$ cat config.mk
export PLATFORM = sky130hd
export DESIGN_NAME = id_ex_issue
export DESIGN_NICKNAME = d
export VERILOG_FILES = /design/src/rtl/id_ex_issue_pkg.sv /design/src/rtl/id_ex_issue.sv
export SDC_FILE = /design/constraint.sdc
export NUM_CORES = 1
export LEC_CHECK = 0
export ABC_AREA = 1
export ABC_CLOCK_PERIOD_IN_PS = 3000
export BUFFER_PORTS_ARGS = -buffer_cell sky130_fd_sc_hd__clkbuf_2
export CORE_MARGIN = 4
export CORE_UTILIZATION = 35
export CTS_CLUSTER_DIAMETER = 60
export DETAILED_ROUTE_END_ITERATION = 10
export SYNTH_ARGS = -nofsm -noshare
export SYNTH_HDL_FRONTEND = slang
export SYNTH_SLANG_ARGS = --single-unit
export TNS_END_PERCENT = 10
$ cat constraint.sdc
create_clock -name cpu_clk -period 3 [get_ports cpu_clk]
set_clock_uncertainty 0.2 [all_clocks]
set_input_delay 0.75 -clock cpu_clk [delete_from_list [all_inputs] [get_ports cpu_clk]]
set_output_delay 0.75 -clock cpu_clk [all_outputs]
set_load 0.01 [all_outputs]
$ cat src/rtl/id_ex_issue_pkg.sv
// Shared ALU opcode map and multi-cycle op classification for the EX stage.
package id_ex_issue_pkg;

    localparam logic [7:0] ALU_NOP    = 8'h00;
    localparam logic [7:0] ALU_ADD    = 8'h01;
    localparam logic [7:0] ALU_SUB    = 8'h02;
    localparam logic [7:0] ALU_AND    = 8'h03;
    localparam logic [7:0] ALU_OR     = 8'h04;
    localparam logic [7:0] ALU_XOR    = 8'h05;
    localparam logic [7:0] ALU_MULW   = 8'h20;
    localparam logic [7:0] ALU_MULHW  = 8'h21;
    localparam logic [7:0] ALU_MULHWU = 8'h22;
    localparam logic [7:0] ALU_DIVW   = 8'h23;
    localparam logic [7:0] ALU_DIVWU  = 8'h24;
    localparam logic [7:0] ALU_MODW   = 8'h25;
    localparam logic [7:0] ALU_MODWU  = 8'h26;

    // Same classification the ALU uses to decide whether to start its MUL/DIV unit.
    function automatic logic is_mc_op(input logic [7:0] op);
        return op inside {ALU_MULW, ALU_MULHW, ALU_MULHWU, ALU_DIVW,
                          ALU_DIVWU, ALU_MODW, ALU_MODWU};
    endfunction

endpackage

$ cat src/rtl/id_ex_issue.sv
// ID->EX issue register: holds one instruction for the ALU, waits out MUL/DIV,
// and merges single- and multi-cycle results into one valid/ready stream to MEM.
module id_ex_issue
    import id_ex_issue_pkg::*;
#(
    parameter int MC_TIMEOUT = 64
) (
    input  logic        cpu_clk,
    input  logic        cpu_rstn,
    input  logic        id_valid,
    output logic        id_ready,
    input  logic [31:0] id_pc,
    input  logic [7:0]  id_alu_op,
    input  logic [31:0] id_src1,
    input  logic [31:0] id_src2,
    input  logic [4:0]  id_rd,
    input  logic        id_rf_we,
    input  logic        flush,
    output logic [7:0]  ex_alu_op,
    output logic [31:0] ex_A,
    output logic [31:0] ex_B,
    input  logic [31:0] alu_c,
    input  logic        mc_done,
    input  logic        mem_ready,
    output logic        ex_out_valid,
    output logic [31:0] ex_out_res,
    output logic [31:0] ex_out_pc,
    output logic [4:0]  ex_out_rd,
    output logic        ex_out_rf_we,
    output logic        mc_timeout
);

    localparam logic [1:0] S_EMPTY   = 2'd0;
    localparam logic [1:0] S_ISSUE   = 2'd1;
    localparam logic [1:0] S_MC_BUSY = 2'd2;
    localparam logic [1:0] S_MC_HOLD = 2'd3;

    localparam int          CW      = $clog2(MC_TIMEOUT + 1);
    localparam logic [CW-1:0] CNT_MAX = CW'(MC_TIMEOUT);
    localparam logic [CW-1:0] CNT_TO  = CW'(MC_TIMEOUT - 1);

    logic [1:0]    state, state_nxt;
    logic [31:0]   pc, src1, src2, buffer;
    logic [7:0]    op;
    logic [4:0]    rd;
    logic          rf_we;
    logic [CW-1:0] cnt;
    logic          advance, accept;

    always_comb begin
        id_ready     = 1'b0;
        ex_out_valid = 1'b0;
        advance      = 1'b0;
        case (state)
            S_EMPTY: begin
                id_ready = 1'b1;
                advance  = 1'b1;
            end
            S_ISSUE: begin
                ex_out_valid = 1'b1;
                id_ready     = mem_ready;
                advance      = mem_ready;
            end
            S_MC_BUSY: begin
                ex_out_valid = mc_done;
                id_ready     = mc_done & mem_ready;
                advance      = mc_done & mem_ready;
            end
            default: begin
                ex_out_valid = 1'b1;
                id_ready     = mem_ready;
                advance      = mem_ready;
            end
        endcase
    end

    // A flushed ID instruction is consumed (id_ready still high) but never loaded.
    assign accept    = id_valid & id_ready & ~flush;
    assign state_nxt = accept ? (is_mc_op(id_alu_op) ? S_MC_BUSY : S_ISSUE) : S_EMPTY;

    always_ff @(posedge cpu_clk or negedge cpu_rstn) begin
        if (!cpu_rstn) begin
            state      <= S_EMPTY;
            pc         <= '0;
            op         <= ALU_NOP;
            src1       <= '0;
            src2       <= '0;
            rd         <= '0;
            rf_we      <= 1'b0;
            buffer     <= '0;
            cnt        <= '0;
            mc_timeout <= 1'b0;
        end else begin
            if (accept) begin
                pc    <= id_pc;
                op    <= id_alu_op;
                src1  <= id_src1;
                src2  <= id_src2;
                rd    <= id_rd;
                rf_we <= id_rf_we;
            end
            if (advance) begin
                state <= state_nxt;
            end else if (state == S_MC_BUSY && mc_done) begin
                state  <= S_MC_HOLD;
                buffer <= alu_c;
            end
            if (advance && state_nxt == S_MC_BUSY)
                cnt <= '0;
            else if (state == S_MC_BUSY && cnt != CNT_MAX)
                cnt <= cnt + 1'b1;
            if (state == S_MC_BUSY && cnt == CNT_TO)
                mc_timeout <= 1'b1;
        end
    end

    // NOP outside ISSUE/MC_BUSY keeps the ALU from restarting a finished MUL/DIV.
    assign ex_alu_op    = (state == S_ISSUE || state == S_MC_BUSY) ? op : ALU_NOP;
    assign ex_A         = src1;
    assign ex_B         = src2;
    assign ex_out_res   = (state == S_MC_HOLD) ? buffer :
                          (state == S_EMPTY)   ? 32'd0  : alu_c;
    assign ex_out_pc    = pc;
    assign ex_out_rd    = rd;
    assign ex_out_rf_we = rf_we;

endmodule
# == Yosys cells after proc, flatten, opt, wreduce, memory -nomap -nowiden ==
# Index checks and enable logic that the tools add are counted.
# classes
n_addsub,1
n_eq_ne,13
mux,11
bitwise_logic,5
reduce_logical,10
# op_table
cell,count
2-to-1 mux 32 bit,2
"== test 8 x 6 -> 1 bit, second input constant",7
2-to-1 mux 7 bit,2
2-to-1 mux 2 bit,4
2-to-1 mux 8 bit,1
"adder 7 x 1 -> 7 bit, second input constant",1
"== test 7 x 6 -> 1 bit, second input constant",1
"!= test 7 bit, second input constant",1
nonzero test 7 bit,1
"== test 2 bit, second input constant",3
logical AND 1 bit,4
one-hot mux 1 bit (2 select lines),2
nonzero test 2 bit,2
AND 1 bit,3
"== test 2 x 1 -> 1 bit, second input constant",1
logical NOT 2 bit,1
NOT 1 bit,2
AND reduction 2 bit,1
logical OR 1 bit,1
# word_totals
ff_bits,152
in_bits,148
output_inout_bits,145

# == Logic depth before layout (Yosys ltp) ==
# Gate-level depths: netlist of run 1.
# logic_depth
ltp_word,8
mapped_depth,11
ltp_nobuf,10

# == Worst setup path before layout of run 1 ==
# No wires, ideal clock.
# synth_timing
path_type,reg2out
startpoint,register state[1]
endpoint,output ex_out_res[0]
t_arrival_ps,1453
slack_ps,597
stages_incl_launch_ff,6
n_path_buf,2
path_cell_list,dfrtp_1 -> ha_1 -> clkbuf_1 -> or2_2 -> clkbuf_1 -> o21ai_0
# synth_via
elab_chain_cells,3
# synth_rtl
item,line_no,rtl
from (decl),id_ex_issue.sv:42,"logic [1:0] state, state_nxt;"
from (signal assigned),id_ex_issue.sv:103,state <= state_nxt;
logical NOT 2 bit,id_ex_issue.sv:122,(state == S_EMPTY) ? 32'd0 : alu_c;
2-to-1 mux 32 bit,id_ex_issue.sv:122,
2-to-1 mux 32 bit *,id_ex_issue.sv:121,assign ex_out_res = (state == S_MC_HOLD) ? buffer :
to (decl),id_ex_issue.sv:26,"output logic [31:0] ex_out_res,"
# Every way passes the cells marked *; elsewhere a longest branch is shown, timed or not.

# == Final worst setup path of run 1 ==
# layout_timing
startpoint,register state[0]
endpoint,output ex_out_res[16]
# The elaborated chain is that of the path after synthesis.

==> metrics, run 1 <==
Post-synth ARST share=100%; kind of end point of the critical path=output port; Unique masters post-synth=21; predominant post-synthesis flop cell=dfrtp_1; Final TNS setup=0 ps; Worst VDD drop=444 uV; vias in the first global route=6043; port buffer count=292; max_slew headroom=56.2%; max-slew violations=0; Setup-failing EPs final=0; mux share of post-synthesis cell area=0%; worst slew pin tran=657 ps; worst path required time=2050 ps; Diodes inserted=0; compound-cell area share of the yosys netlist=5.37%; layout net count=1228; vias per cell=4.60; initial drt markers=332; overall power=7.31 mW; Yosys reg bits=152; clk root buf=clkbuf_16; GRT Overall Usage=18.1%; leakage=5.17 nW; largest net degree at the start of global routing=110; clock buffer depth=2; fmax=354 MHz; DRT Pass-1 Iters=4; Row Count=50; Avg Cell Area, Syn=8.33 um2; largest family of logic cells by synthesized area=simple AND/OR/NAND/NOR gates; Post-Syn Area=6690 um2; global-route wire length before repair=31600 um; Core ar.=18800 um2; minimum clock period=2830 ps; YS warnings=0; endpoints failing hold=0; clock tree sinks=152; drt drc=0; CTS tree=yes; max_cap viols=0; kind of critical path=register to output port; final wirelength=19400 um; Syn Inst Count=803; layout cells sized above 1=31.4%; DR vias=6073; hpwl dp=13600 um; CP Launch Type=register; post-synthesis xor/xnor area fraction=0%; Num CTS Buffers=17; Initial Util=35.6%; worst-path fanout max=32; Die Wd=146 um; die area=21400 um2; sequential cell area fraction in the yosys report=56.9%; outcome=finished, final reports clean; most common cell after layout, fill and taps aside=nand2_1; Final ANT Viol Nets=0; CP Data Arrival Time=1880 ps; initial antenna violation count=1; part of the cycle the worst path needs=94.2%; Layout area overhead=33.2%; htree depth=4; Placer Congestion=0.767; Post-synth EDFFs=0; Synth Area in Adders=1.12%; highest-count cells in the layout ignoring fill and taps=nand2_1 (316), clkbuf_2 (291), dfrtp_1 (152), nand3_1 (121), inv_1 (61); GRT overflow=0; pwr dens=821 nW/um2; clock latency on the worst-skew pair=410 ps; Die Ht=146 um; num ports=293; Avg WL per Cell=14.7 um; syn nets=957; RSZ-0062 raised after global routing=no; clock-pin slew on the worst setup and hold paths=60 ps; simple-gate portion of the synthesized area=28.6%; Worst Hold Class=input port to async pin; Post-CTS Setup Bufs=0
==> power breakdown <==
| part | internal [mW] | leakage (nW) | switching (mW) |
|---|---|---|---|
| registers | 2.64 | 1.94 | 0.336 |
| clock network | 1.36 | 0.297 | 0.881 |
| logic | 0.792 | 2.93 | 1.30 |
==> worst max-delay path, cell delays in order (launching register included) <==
cell,delay (ps)
dfrtp_1,370
inv_1,80
ha_1,220
or2_4,370
o21ai_0,240
clkbuf_2,170
==> cell type report <==
cell class	count	area, um2
fill	1913	9860
clock inverter	12	163
timing repair buffer	303	1600
clock buffer	19	453
sequential	152	3800
tap	234	293
multi-input combinational	539	2370
inverter	61	229
==> cell usage after synthesis, types with 2 or more instances <==
| master | number | area [um2] |
|---|---|---|
| dfrtp_1 | 152 | 3800 |
| nand2_2 | 3 | 18.8 |
| clkbuf_1 | 19 | 71.3 |
| inv_1 | 61 | 229 |
| nand3_1 | 121 | 606 |
| nand4_1 | 2 | 12.5 |
| buf_4 | 12 | 90.1 |
| ha_1 | 6 | 75.1 |
| buf_6 | 8 | 90.1 |
| o21ai_0 | 42 | 210 |
| nand2_1 | 316 | 1190 |
| buf_2 | 10 | 50.1 |
| nor2_1 | 16 | 60.1 |
| o21ai_1 | 28 | 140 |
==> routing by layer <==
| metal | up-vias | GRT usage [%] | share of wire (%) |
|---|---|---|---|
| met5 | - | 0 | 0.067 |
| met4 | 2 | 5.93 | 1.6 |
| met3 | 22 | 7.32 | 9.9 |
| met2 | 225 | 28.5 | 46 |
| met1 | 2759 | 22.8 | 42 |
| li1 | 3065 | - | - |
==> sequential cells by signal, indices dropped and copies added (netlist names), 2 cells and up <==
register   cells
ex_out_pc     32
ex_out_rd      5
op             8
ex_B          32
state          2
cnt            7
buffer        32
ex_A          32
==> through the flow <==
stage	hold slack, ps	setup WS [ps]	cells	utilization (%)	area (um2)
after floorplan	242	597	803	-	6690
after global placement	253	538	1289	44.2	8290
after detailed placement	257	434	1289	44.2	8290
after CTS	32.3	174	1320	47.5	8910
after global routing	51.5	41.6	1320	47.5	8910
final	34.2	174	1320	47.5	8910
==> cells by family (layout without fill, tap and decap cells) <==
family | Yosys count | in the layout
compound gates | 71 | 71
buf+inv | 112 | 395
simple gates | 462 | 462
fa+ha+maj | 6 | 6
flops | 152 | 152
==> worst paths after layout <==
kind / slack (ps) / from / endpoint / cells after the start
worst max-delay path: 170 / state[0]$_DFFE_PN0P_ / ex_out_res[16] / 5
worst max register to register: 730 / state[0]$_DFFE_PN0P_ / cnt[5]$_DFFE_PN0P_ / 10
max in group asynchronous: 1880 / cpu_rstn / ex_B[18]$_DFFE_PN0P_ / 2
worst min register to register: 270 / ex_out_pc[10]$_DFFE_PN0P_ / ex_out_pc[10]$_DFFE_PN0P_ / 2
worst min-delay path: 30 / cpu_rstn / buffer[13]$_DFFE_PN0P_ / 1
min in group cpu_clk: 270 / ex_out_pc[10]$_DFFE_PN0P_ / ex_out_pc[10]$_DFFE_PN0P_ / 2
==> timing repair <==
item,4_1_cts,5_1_grt
setup endpoints to repair,1,0
gates resized for setup,1,0
hold buffers,0,0
(Power assumes the default switching activity.)
==> run 2: changes to the inputs <==
--- a/config.mk
+++ b/config.mk
@@ -8,10 +8,12 @@
 export ABC_AREA = 1
 export ABC_CLOCK_PERIOD_IN_PS = 3000
 export BUFFER_PORTS_ARGS = -buffer_cell sky130_fd_sc_hd__clkbuf_2
+export CORE_ASPECT_RATIO = 0.5
 export CORE_MARGIN = 4
 export CORE_UTILIZATION = 35
 export CTS_CLUSTER_DIAMETER = 60
 export DETAILED_ROUTE_END_ITERATION = 10
+export REMOVE_ABC_BUFFERS = 1
 export SYNTH_ARGS = -nofsm -noshare
 export SYNTH_HDL_FRONTEND = slang
 export SYNTH_SLANG_ARGS = --single-unit
==> metrics, run 2 (synthesis gave the netlist of run 1 again) <==
outcome=finished, final reports clean; max_slew headroom=62.3%; DRT Pass-1 Iters=6; die area=21500 um2; clock buffer depth=2; part of the cycle the worst path needs=93.9%; kind of critical path=register to output port; global-route wire length before repair=31800 um; Die Ht=106 um; max-slew violations=0; worst slew pin tran=566 ps; CP Data Arrival Time=1870 ps; Layout area overhead=34.2%; clk root buf=clkbuf_16; Core ar.=18600 um2; Setup-failing EPs final=0; DP Area=8370 um2; initial antenna violation count=0; drt drc=0; final instance area=8980 um2; worst path required time=2050 ps; RSZ-0062 raised after global routing=no; vias in the first global route=6163; num ports=293; initial drt markers=351; GRT overflow=0; pwr dens=812 nW/um2; Placer Congestion=0.765; # resized after CTS=1; layout cells sized above 1=31.7%; minimum clock period=2820 ps; Avg WL per Cell=14.3 um; CP Launch Type=register; Worst VDD drop=516 uV; CTS tree=yes; overall power=7.29 mW; hpwl dp=14200 um; leakage=5.20 nW; htree depth=4; fmax=355 MHz; Final ANT Viol Nets=0; max_cap viols=0; most common cell after layout, fill and taps aside=nand2_1; Worst Hold Class=input port to async pin; layout net count=1231; port buffer count=292; tightest hold margin=78.7 ps; kind of end point of the critical path=output port; clock-pin slew on the worst setup and hold paths=70 ps; DR vias=6101; clock tree sinks=152; Diodes inserted=0; GRT Overall Usage=18.2%; largest net degree at the start of global routing=57; Num CTS Buffers=17; Initial Util=36.0%; post-layout util=48.3%; final wirelength=19300 um; Post-CTS Setup Bufs=0; cts hold-fix bufs=0; vias per cell=4.52; endpoints failing hold=0; highest-count cells in the layout ignoring fill and taps=nand2_1 (316), clkbuf_2 (291), dfrtp_1 (152), nand3_1 (121), inv_1 (61); clock latency on the worst-skew pair=410 ps; worst-path fanout max=32; Row Count=35; Die Wd=204 um
[run 2: final timing paths]
| check | cells past startpoint | from | end | slack, ps |
|---|---|---|---|---|
| min in group cpu_clk | 2 | ex_out_pc[5]$_DFFE_PN0P_ | ex_out_pc[5]$_DFFE_PN0P_ | 270 |
| worst min-delay path | 1 | cpu_rstn | buffer[5]$_DFFE_PN0P_ | 80 |
| max in group asynchronous | 2 | cpu_rstn | ex_out_pc[3]$_DFFE_PN0P_ | 1800 |
| worst max register to register | 9 | state[0]$_DFFE_PN0P_ | ex_A[10]$_DFFE_PN0P_ | 730 |
| worst max-delay path | 5 | state[0]$_DFFE_PN0P_ | ex_out_res[28] | 180 |
| worst min register to register | 2 | ex_out_pc[5]$_DFFE_PN0P_ | ex_out_pc[5]$_DFFE_PN0P_ | 270 |
[run 2: routing by layer]
metal  GRT usage [%]  vias to the layer above  wire (um)
li1                -                     3089          -
met1            22.5                     2860       8050
met2            32.6                      127      10100
met3            4.00                       25        880
met4            4.71                        0        326
met5               0                        -          0
[run 2: layout make-up]
| cell class | instances | area, um2 |
|---|---|---|
| Inverter | 61 | 229 |
| Tap cell | 259 | 324 |
| Fill cell | 1874 | 9590 |
| Timing Repair Buffer | 306 | 1650 |
| Clock buffer | 17 | 425 |
| Multi-Input combinational cell | 539 | 2370 |
| Sequential cell | 152 | 3800 |
| Clock inverter | 15 | 180 |
[run 2: through the flow]
stage | cells | TNS (ps) | setup slack (ps)
after floorplan | 752 | -451320 | -4030
after global placement | 1317 | 0 | 525
after detailed placement | 1317 | 0 | 439
after CTS | 1349 | 0 | 185
after global routing | 1349 | 0 | 62.6
final | 1349 | 0 | 183
[run 2: report_power, final]
| part | internal [mW] | leakage [nW] | switching [mW] |
|---|---|---|---|
| clock | 1.27 | 0.301 | 0.938 |
| combinational | 0.802 | 2.95 | 1.32 |
| sequential | 2.64 | 1.94 | 0.326 |
[run 2: critical path, cell delays in order (launching register included)]
cell and delay (ps):
dfrtp_1 370, inv_1 90, ha_1 220, or2_4 380, o21ai_0 230, clkbuf_2 170
